==> src/rtl/vga_rx_pkg.sv <==
// vga_rx_pkg: default 640x480 timing, frame totals, FSM states and the FIFO entry layout.
package vga_rx_pkg;
  localparam int DEF_ACTIVE_HORI = 640;
  localparam int DEF_FRONT_PORCH_HORI = 16;
  localparam int DEF_SYNC_PULSE_HORI = 96;
  localparam int DEF_BACK_PORCH_HORI = 48;
  localparam int DEF_ACTIVE_VERT = 480;
  localparam int DEF_FRONT_PORCH_VERT = 10;
  localparam int DEF_SYNC_PULSE_VERT = 2;
  localparam int DEF_BACK_PORCH_VERT = 33;
  localparam int DEF_FIFO_DEPTH = 4;
  function automatic int tot(int active, int front, int sync, int back);
    return active + front + sync + back;
  endfunction
  localparam int DEF_HTOT = tot(DEF_ACTIVE_HORI, DEF_FRONT_PORCH_HORI, DEF_SYNC_PULSE_HORI, DEF_BACK_PORCH_HORI);
  localparam int DEF_VTOT = tot(DEF_ACTIVE_VERT, DEF_FRONT_PORCH_VERT, DEF_SYNC_PULSE_VERT, DEF_BACK_PORCH_VERT);
  typedef enum logic [1:0] {UNLOCKED, SYNCING, LOCKED} state_t;
  typedef struct packed {
    logic [11:0] data;
    logic [9:0]  x;
    logic [9:0]  y;
    logic        sof;
  } entry_t;
endpackage

==> src/rtl/vga_capture_rx_if.sv <==
// vga_capture_rx_if: valid/ready pixel stream leaving the capture block.
interface vga_capture_rx_if;
  logic [11:0] pix_data;
  logic [9:0]  pix_x;
  logic [9:0]  pix_y;
  logic        pix_sof;
  logic        pix_valid;
  logic        pix_ready;
  modport master(output pix_data, pix_x, pix_y, pix_sof, pix_valid, input pix_ready);
  modport slave(input pix_data, pix_x, pix_y, pix_sof, pix_valid, output pix_ready);
endinterface

==> src/rtl/vga_capture_rx_fifo.sv <==
// vga_rx_fifo: synchronous show-ahead FIFO; a read frees a slot for a same-cycle write when full.
module vga_rx_fifo #(
  parameter int WIDTH = 33,
  parameter int DEPTH = 4
) (
  input  logic             clk,
  input  logic             rst_n,
  input  logic             wr_en,
  input  logic [WIDTH-1:0] din,
  input  logic             rd_en,
  output logic [WIDTH-1:0] dout,
  output logic             full,
  output logic             empty
);
  localparam int AW = $clog2(DEPTH);
  logic [WIDTH-1:0] mem [DEPTH];
  logic [AW:0] wptr, rptr;
  logic wr, rd;
  assign rd = rd_en && !empty;
  assign wr = wr_en && (!full || rd);
  assign empty = wptr == rptr;
  assign full = wptr[AW] != rptr[AW] && wptr[AW-1:0] == rptr[AW-1:0];
  assign dout = empty ? '0 : mem[rptr[AW-1:0]];
  always_ff @(posedge clk or negedge rst_n)
    if (!rst_n) begin
      wptr <= '0;
      rptr <= '0;
    end else begin
      if (wr) wptr <= wptr + (AW+1)'(1);
      if (rd) rptr <= rptr + (AW+1)'(1);
    end
  always_ff @(posedge clk)
    if (wr) mem[wptr[AW-1:0]] <= din;
endmodule

==> src/rtl/vga_capture_rx.sv <==
// vga_capture_rx: locks h/v counters to incoming VGA syncs and streams active pixels through a FIFO.
// Define VGA_RX_TIMING_CHECK_EN to drop lock (and flag timing_err) on a misplaced HSYNC fall.
module vga_capture_rx
  import vga_rx_pkg::*;
#(
  parameter int ACTIVE_HORI      = DEF_ACTIVE_HORI,
  parameter int FRONT_PORCH_HORI = DEF_FRONT_PORCH_HORI,
  parameter int SYNC_PULSE_HORI  = DEF_SYNC_PULSE_HORI,
  parameter int BACK_PORCH_HORI  = DEF_BACK_PORCH_HORI,
  parameter int ACTIVE_VERT      = DEF_ACTIVE_VERT,
  parameter int FRONT_PORCH_VERT = DEF_FRONT_PORCH_VERT,
  parameter int SYNC_PULSE_VERT  = DEF_SYNC_PULSE_VERT,
  parameter int BACK_PORCH_VERT  = DEF_BACK_PORCH_VERT,
  parameter int FIFO_DEPTH       = DEF_FIFO_DEPTH
) (
  input  logic       clk,
  input  logic       rst_n,
  input  logic       enable,
  input  logic       HSYNC,
  input  logic       VSYNC,
  input  logic [3:0] RED,
  input  logic [3:0] GREEN,
  input  logic [3:0] BLUE,
  vga_capture_rx_if.master pix,
  output logic       locked,
  output logic       overflow,
  output logic       timing_err
);
  localparam int HTOT = tot(ACTIVE_HORI, FRONT_PORCH_HORI, SYNC_PULSE_HORI, BACK_PORCH_HORI);
  localparam int VTOT = tot(ACTIVE_VERT, FRONT_PORCH_VERT, SYNC_PULSE_VERT, BACK_PORCH_VERT);
  localparam int H_LOAD = ACTIVE_HORI + FRONT_PORCH_HORI;
  localparam int V_LOAD = ACTIVE_VERT + FRONT_PORCH_VERT;
  state_t state, state_nx;
  logic [9:0] h_cnt, v_cnt;
  logic hs_d, vs_d, h_fall, v_fall, h_wrap, v_wrap, fault, capture, wr_pend, rd, full, empty;
  entry_t ent, q;
  assign h_fall = enable && hs_d && !HSYNC;
  assign v_fall = enable && vs_d && !VSYNC;
  assign h_wrap = h_cnt == 10'(HTOT - 1);
  assign v_wrap = v_cnt == 10'(VTOT - 1);
  assign capture = enable && state == LOCKED && !fault && h_cnt < 10'(ACTIVE_HORI) && v_cnt < 10'(ACTIVE_VERT);
  assign locked = state == LOCKED;
  assign rd = pix.pix_valid && pix.pix_ready;
`ifdef VGA_RX_TIMING_CHECK_EN
  assign fault = state == LOCKED && h_fall && h_cnt != 10'(H_LOAD - 1);
  always_ff @(posedge clk or negedge rst_n)
    if (!rst_n) timing_err <= 1'b0;
    else if (fault) timing_err <= 1'b1;
`else
  assign fault = 1'b0;
  assign timing_err = 1'b0;
`endif
  // lock only on a clean wrap, not when a sync edge reloads either counter
  always_comb begin
    state_nx = state;
    if (state == UNLOCKED && v_fall) state_nx = SYNCING;
    else if (state == SYNCING && enable && h_wrap && v_wrap && !h_fall && !v_fall) state_nx = LOCKED;
    else if (fault) state_nx = UNLOCKED;
  end
  always_ff @(posedge clk or negedge rst_n)
    if (!rst_n) begin
      state <= UNLOCKED;
      h_cnt <= '0;
      v_cnt <= '0;
      hs_d <= 1'b1;
      vs_d <= 1'b1;
      wr_pend <= 1'b0;
      ent <= '0;
      overflow <= 1'b0;
    end else begin
      state <= state_nx;
      wr_pend <= capture;
      if (capture) ent <= {RED, GREEN, BLUE, h_cnt, v_cnt, h_cnt == '0 && v_cnt == '0};
      if (wr_pend && full && !rd) overflow <= 1'b1;
      if (enable) begin
        hs_d <= HSYNC;
        vs_d <= VSYNC;
        h_cnt <= h_fall ? 10'(H_LOAD) : h_wrap ? '0 : h_cnt + 10'd1;
        v_cnt <= v_fall ? 10'(V_LOAD) : !h_wrap || h_fall ? v_cnt : v_wrap ? '0 : v_cnt + 10'd1;
      end
    end
  vga_rx_fifo #(.WIDTH($bits(entry_t)), .DEPTH(FIFO_DEPTH)) u_fifo (
    .clk(clk), .rst_n(rst_n), .wr_en(wr_pend), .din(ent), .rd_en(rd),
    .dout(q), .full(full), .empty(empty)
  );
  assign pix.pix_valid = !empty;
  assign pix.pix_data = q.data;
  assign pix.pix_x = q.x;
  assign pix.pix_y = q.y;
  assign pix.pix_sof = q.sof;
endmodule

==> src/flat_wrapper.sv <==
// flat-port wrapper written by rule: the top's interface ports become plain ports
module vga_capture_rx_flat import vga_rx_pkg::*;
#(
  parameter int ACTIVE_HORI      = DEF_ACTIVE_HORI,
  parameter int FRONT_PORCH_HORI = DEF_FRONT_PORCH_HORI,
  parameter int SYNC_PULSE_HORI  = DEF_SYNC_PULSE_HORI,
  parameter int BACK_PORCH_HORI  = DEF_BACK_PORCH_HORI,
  parameter int ACTIVE_VERT      = DEF_ACTIVE_VERT,
  parameter int FRONT_PORCH_VERT = DEF_FRONT_PORCH_VERT,
  parameter int SYNC_PULSE_VERT  = DEF_SYNC_PULSE_VERT,
  parameter int BACK_PORCH_VERT  = DEF_BACK_PORCH_VERT,
  parameter int FIFO_DEPTH       = DEF_FIFO_DEPTH
)
  (clk, rst_n, enable, HSYNC, VSYNC, RED, GREEN, BLUE, locked, overflow, timing_err, pix_pix_data, pix_pix_x, pix_pix_y, pix_pix_sof, pix_pix_valid, pix_pix_ready);
  vga_capture_rx_if pix_i ();
  input  logic clk;
  input  logic rst_n;
  input  logic enable;
  input  logic HSYNC;
  input  logic VSYNC;
  input  logic [3:0] RED;
  input  logic [3:0] GREEN;
  input  logic [3:0] BLUE;
  output logic locked;
  output logic overflow;
  output logic timing_err;
  output wire logic [$bits(pix_i.pix_data)-1:0] pix_pix_data;
  output wire logic [$bits(pix_i.pix_x)-1:0] pix_pix_x;
  output wire logic [$bits(pix_i.pix_y)-1:0] pix_pix_y;
  output wire logic [$bits(pix_i.pix_sof)-1:0] pix_pix_sof;
  output wire logic [$bits(pix_i.pix_valid)-1:0] pix_pix_valid;
  input wire logic [$bits(pix_i.pix_ready)-1:0] pix_pix_ready;
  assign pix_pix_data = pix_i.pix_data;
  assign pix_pix_x = pix_i.pix_x;
  assign pix_pix_y = pix_i.pix_y;
  assign pix_pix_sof = pix_i.pix_sof;
  assign pix_pix_valid = pix_i.pix_valid;
  assign pix_i.pix_ready = pix_pix_ready;
  vga_capture_rx #(.ACTIVE_HORI(ACTIVE_HORI), .FRONT_PORCH_HORI(FRONT_PORCH_HORI), .SYNC_PULSE_HORI(SYNC_PULSE_HORI), .BACK_PORCH_HORI(BACK_PORCH_HORI), .ACTIVE_VERT(ACTIVE_VERT), .FRONT_PORCH_VERT(FRONT_PORCH_VERT), .SYNC_PULSE_VERT(SYNC_PULSE_VERT), .BACK_PORCH_VERT(BACK_PORCH_VERT), .FIFO_DEPTH(FIFO_DEPTH)) u_core (.clk(clk), .rst_n(rst_n), .enable(enable), .HSYNC(HSYNC), .VSYNC(VSYNC), .RED(RED), .GREEN(GREEN), .BLUE(BLUE), .pix(pix_i), .locked(locked), .overflow(overflow), .timing_err(timing_err));
endmodule
==> config.mk <==
export PLATFORM = sky130hd
export DESIGN_NAME = vga_capture_rx_flat
export DESIGN_NICKNAME = d
export VERILOG_FILES = /design/src/rtl/vga_rx_pkg.sv /design/src/rtl/vga_capture_rx_if.sv /design/src/rtl/vga_capture_rx_fifo.sv /design/src/rtl/vga_capture_rx.sv /design/src/flat_wrapper.sv
export SDC_FILE = /design/constraint.sdc
export NUM_CORES = 1
export LEC_CHECK = 0
export ABC_AREA = 1
export CORE_AREA = 8 8 176 178
export CTS_CLUSTER_SIZE = 28
export DETAILED_ROUTE_END_ITERATION = 8
export DIE_AREA = 0 0 184 186
export SYNTH_ARGS = -nofsm -noshare
export SYNTH_HDL_FRONTEND = slang
export SYNTH_SLANG_ARGS = --single-unit
==> constraint.sdc <==
create_clock -name clk -period 2.7 [get_ports clk]
set_clock_uncertainty 0.1 [all_clocks]
set_input_delay 0.405 -clock clk [delete_from_list [all_inputs] [get_ports clk]]
set_output_delay 0.405 -clock clk [all_outputs]
set_load 0.02 [all_outputs]
Yosys cells after proc, flatten, opt, wreduce, memory -nomap -nowiden
Memory sizes are Yosys's and may differ from the RTL's.
Cells that the tools add are included.
- register bits after elaboration: 65
- bits in latches: 0
- bits in writable memories: 132
- memory bits (read-only): 0
- bits of input ports: 18
- output and inout bits: 37
- logic and storage cells: 73
- memories: 1
- $add $sub $neg: 4
- multiply operators: 0
- divide/modulo/power cells: 0
- magnitude comparators: 2
- equal/unequal tests: 8
- shift operators: 0
- muxes and demuxes: 10
- bitwise operators: 0
- reduce and logical (&&, ||, !) cells: 35
- memories (name ; words ; width ; read ports ; clocked after memory_dff ; write ports ; RTL line ; RTL):
    u_core.u_fifo.mem ; 4 ; 33 ; 1 ; 0 ; 1 ; vga_capture_rx_fifo.sv:16 ; logic [WIDTH-1:0] mem [DEPTH];
- operator list (operator ; count):
    $mux 10 ; 5
    $mux 33 ; 1
    $add 10x1->10 const B ; 2
    $eq 10x10->1 const B ; 2
    $logic_and 1x1->1 ; 20
    $logic_not 10->1 ; 2
    $lt 10x10->1 const B ; 1
    $lt 10x9->1 const B ; 1
    $logic_not 1->1 ; 8
    $add 3x1->3 const B ; 2
    $mux 2 ; 2
    $eq 3x3->1 ; 1
    $eq 2x1->1 const B ; 1
    $eq 2x2->1 ; 1
    $eq 2x2->1 const B ; 1
    $logic_not 2->1 ; 1
    $logic_or 1x1->1 ; 2
    $mux 1 ; 2
    $ne 2x1->1 const B ; 1
    $reduce_and 2->1 ; 1
    $reduce_bool 2->1 ; 1
    $ne 1x1->1 ; 1

Logic depth before layout (Yosys ltp)
- depth after elaboration: 8
- mapped depth: 10
- gate-level depth less buffers: 10

Cells and area by module
A second synthesis with hierarchy kept.
- cell total of the unflattened synthesis: 831
- area total of the unflattened synthesis: 8493.1 µm²
- by module, submodules not included (module ; times used ; cells an instance ; area an instance (µm²) ; seq. area each (µm²)):
    vga_rx_fifo ; 1 ; 481 ; 5676.7 ; 4113.9
    vga_capture_rx ; 1 ; 350 ; 2816.5 ; 1478.9

Least setup slack after synthesis
No wires, ideal clock.
- kind: register -> register
- start: register u_core.u_fifo.rptr[2]
- end: memory u_core.u_fifo.mem[0][0] (enable)
- library setup time: 423 ps
- arrival time: 2312 ps
- required time: 2177 ps
- setup slack: -135 ps
- cell stages (with the launch flop): 6
- buffers on the path: 0
- period minus slack after synthesis: 2835 ps
- cells stage by stage: dfrtp_1 -> xnor2_1 -> nor2_1 -> nand2_1 -> nand2_1 -> nor2_1
- word-level cells in the longest chain between the ends: 8
- elaborated cells on any way between the ends: 11
- classes of those cells: eq/ne: 2; mux: 2; reduce/logical: 7
- ends and longest elaborated chain (element ; RTL line ; RTL):
    start: declaration ; vga_capture_rx_fifo.sv:17 ; logic [AW:0] wptr, rptr;
    start signal: assignment ; vga_capture_rx_fifo.sv:30 ; if (rd) rptr <= rptr + (AW+1)'(1);
    $eq 3x3->1 ; vga_capture_rx_fifo.sv:21 ; assign empty = wptr == rptr;
    $logic_not 1->1 ; vga_capture_rx_fifo.sv:19, vga_capture_rx.sv:86 ;
    $logic_and 1x1->1 ; vga_capture_rx.sv:43 ; assign rd = pix.pix_valid && pix.pix_ready;
    $logic_and 1x1->1 ; vga_capture_rx_fifo.sv:19 ; assign rd = rd_en && !empty;
    $logic_or 1x1->1 * ; vga_capture_rx_fifo.sv:20 ; assign wr = wr_en && (!full || rd);
    $logic_and 1x1->1 * ; vga_capture_rx_fifo.sv:20 ;
    $mux 1 * ; vga_capture_rx_fifo.sv:33 ; if (wr) mem[wptr[AW-1:0]] <= din;
    $mux 1 (not written as such) * ; vga_capture_rx_fifo.sv:33 ;
    end: declaration ; vga_capture_rx_fifo.sv:16 ;
Mark *: on every way between the ends. The rest lies on a longest branch, timed or not.

Worst setup path after layout
- start: register u_core.u_fifo.rptr[0]
- end: output port pix_pix_data[6]
- word-level cells in the longest chain between the ends: 2
- elaborated cells on any way between the ends: 3
- classes of those cells: eq/ne: 1; mux: 1; memory: 1
- ends and longest elaborated chain (element ; RTL line ; RTL):
    $mem_v2 4x33 / $eq 3x3->1 (equally long branches) ; - ;
    $mux 33 * ; vga_capture_rx_fifo.sv:23 ; assign dout = empty ? '0 : mem[rptr[AW-1:0]];
    end: declaration ; flat_wrapper.sv:27 ; output wire logic [$bits(pix_i.pix_data)-1:0] pix_pix_data;
Marked as above.

==> results_dict.tcl <==
set metrics [dict create \
    worst_pin_slew_ns 0.871 \
    crit_start "u_core.u_fifo.rptr[0]" \
    timing.rr.start "u_core.u_fifo.rptr[2]" \
    vias 5674 \
    htree_num_levels 4 \
    grt_overflow_total 0 \
    path_cells "inv_4, bufbuf_16, nor2_1, o32ai_1, nand2_1, inv_1, dlygate4sd2_1" \
    synth-seq-cells 197 \
    synth_edf_count 132 \
    combPwrFrac_pct 35.8 \
    whs_endpoint "u_core.state[1]" \
    dp_hpwl_um 11000 \
    worstPathRequired_ns 2.19 \
    min_from "u_core.state[1]" \
    die_w_um 184 \
    cts.clk_slew.worst_paths_ns 0.07 \
    p_sw_mw 3.44 \
    final_nets 880 \
    routed-wl-met3_um 819 \
    min_path_cells 2 \
    initial_core_util_pct 29.6 \
    rows 62 \
    stdcell_count 1250 \
    synth_top_area_cell "edfxtp_1" \
    syn2layout_area_growth_pct 20.9 \
    grt_pass1_vias 5634 \
    cts.sinks 197 \
    yosysTopAreaCellShare_pct 47.4 \
    worstSetupStartpointType "register" \
    p_clk_share_pct 25.5 \
    hold_viol_final 0 \
    grt_use_total_pct 10.7 \
    cts_made_buffers 17 \
    cts_tree "built" \
    worstRegToRegCells 6 \
    wl_per_cell_um 14.3 \
    leakage_nw 4.18 \
    finalSetupViolCount 0 \
    wl_met2_um 8620 \
    maxUsedRoutingLayer "met4" \
    power_mw 9.34 \
    drc_errors 0 \
    synthDistinctLibCells 32 \
    r2r_setup_slack_ns 0.68 \
    antenna_found_initial 0 \
    first_pass_iters 5 \
    crit_type "reg2out" \
    clk_latency_ns 0.43 \
    io_buffers 53 \
    synth_ff_type "edfxtp_1" \
    worstHoldPathType "reg2reg" \
    timing.fmax_mhz 390 \
    synth_async_sr_flop_share_pct 33.0 \
    drt-initial-drc-count 294 \
    p_int_mw 5.90 \
    fp.dieH_um 186 \
    seq_power_share_pct 38.7 \
    clockBufferDepth 2 \
    synth.avg_cell_area_um2 10.5 \
    rsz0062_at_grt "no" \
    grt_max_degree 49 \
    slew_headroom_pct 41.8 \
    power.density_nw_per_um2 924 \
    grt_first_pass_wirelength_um 29100 \
    layout_commonest_cell "nand2_1" \
    cp_slowest_cell "dfrtp_2" \
    place_congestion 0.818 \
    critical_path.max_fanout 23 \
    switching_share_pct 36.8 \
    syn_nets 822 \
    synthTopCellsByArea "edfxtp_1 47%, dfrtp_1 19%, nand2_1 8.5%" \
    status "complete, no violations" \
    netlist_area_um2 8360 \
    syn_inst 795 \
    placed_cells 1216 \
    drive_above_1_share_pct 9.82 \
    slowest_delay_ns 0.46 \
    totalWireLength_um 17800 \
    max_cap_viol_count 0 \
    num_io_pins 55 \
    seq_area_frac_synth_pct 66.9 \
    root_buffer "clkbuf_16" \
    whs_ns 0.377 \
    layout_common_cells "190 x nand2_1, 133 x nor2_1, 132 x edfxtp_1" \
    ir_worst_vdd_uv 487 \
    worst_r2r_endpoint "u_core.u_fifo.mem[1][21]" \
    dieArea_um2 34200 \
    fp.coreArea_um2 28200 \
    post-route-period-util_pct 95.0 \
    design_area_um2 10100 \
    end_kind "output pin" \
    fin_crit_ns 2.56 \
    diodes 0 \
    final-max-slew-violation-count 0 \
    drtAntennaViolNets 0 \
    ys.warnings.count 0 \
    cp.arrival_ns 2.06 \
    wl_met1_um 8100 \
    vias_per_cell 4.54 \
    place_area_um2 9460 \
]
[state kept, by name (all words and copies together) (netlist names)]
register / cells
u_core.state: 2
u_core.vs_d: 1
u_core.u_fifo.wptr: 3
u_core.ent: 33
u_core.overflow: 1
u_core.u_fifo.rptr: 3
u_core.u_fifo.mem: 132
u_core.v_cnt: 10
u_core.h_cnt: 10
u_core.hs_d: 1
u_core.wr_pend: 1
[worst max-delay path: cells and delay by family, from the launching register on]
kind / cells / cell delay, ns
DFF: 1 / 0.46
AOI/OAI and AO/OA: 1 / 0.21
buffers and inverters: 4 / 0.82
and+or+nand+nor: 2 / 0.12
[cell families (layout without fill, tap and decap cells)]
family	Yosys count	count (layout)	share of synthesized area, %
buffers and inverters	111	182	5.55
and+or+nand+nor	368	368	17.5
AOI/OAI and AO/OA	102	102	7.89
adders and majority gates	9	9	1.35
other	1	1	0.0449
DFF	197	197	66.9
xor gates and xnor gates	7	7	0.734
[power groups by stage]
| stage | combinational [mW] | clock [mW] | sequential [mW] |
|---|---|---|---|
| detailed placement | 3.51 | 0 | 3.67 |
| finish | 3.35 | 2.38 | 3.61 |
| floorplan | 2.10 | 0 | 3.61 |
| global placement | 3.48 | 0 | 3.67 |
| CTS | 3.39 | 2.44 | 3.61 |
| global route | 3.71 | 2.54 | 3.64 |
[per-stage QoR]
stage / utilization [%] / worst slack, ns / setup TNS, ns
after floorplan: - / -0.135 / -17.79
after global placement: 33.5 / 0.125 / 0
after detailed placement: 33.5 / 0.159 / 0
after CTS: 35.7 / 0.0763 / 0
after global routing: 35.8 / 0.00843 / 0
final: 35.8 / 0.136 / 0
[layout make-up]
cell class / count / area (um2)
Clock buffer: 19 / 443
Clock inverter: 13 / 120
Fill cell: 2845 / 18100
Inverter: 75 / 284
Multi-Input combinational cell: 487 / 2390
Sequential cell: 197 / 5600
Tap cell: 384 / 480
Timing Repair Buffer: 75 / 790
[layer usage]
layer / GRT usage (%) / vias up
li1: - / 2782
met4: 3.19 / 0
met1: 13.0 / 2777
met2: 18.4 / 95
met5: 0 / -
met3: 2.89 / 20
[synth_stat cells, types with 2 or more instances]
| cell type | instances |
|---|---|
| a21oi_1 | 10 |
| buf_2 | 14 |
| buf_4 | 2 |
| buf_6 | 3 |
| clkbuf_1 | 16 |
| dfrtp_1 | 63 |
| dfstp_2 | 2 |
| edfxtp_1 | 132 |
| ha_1 | 9 |
| inv_1 | 70 |
| inv_2 | 5 |
| nand2_1 | 190 |
| nand3_1 | 22 |
| nand4_1 | 7 |
| nor2_1 | 137 |
| nor2_2 | 2 |
| nor3_1 | 5 |
| nor4_1 | 2 |
| o21ai_0 | 51 |
| o21ai_2 | 4 |
| o32ai_1 | 33 |
| xnor2_1 | 2 |
| xor2_1 | 5 |
[worst max-delay path by stage]
stage / endpoint / slack (ns) / cells after the start
after floorplan: u_core.u_fifo.mem[0][0] / -0.13 / 5
after global placement: pix_pix_y[4] / 0.12 / 7
after detailed placement: pix_pix_y[4] / 0.16 / 7
after CTS: pix_pix_data[3] / 0.08 / 8
after global routing: pix_pix_data[6] / 0.008 / 7
final: pix_pix_data[6] / 0.14 / 7
[what timing repair did]
action / CTS / global route
pin swaps: 0 / 0
hold buffers: 1 / 0
cloned: 1 / 0
resized for setup: 45 / 4
setup buffers: 0 / 0
hold endpoints to repair: 16 / 0
setup endpoints to repair: 34 / 32
No activity file was read; power rests on OpenSTA's default activity.
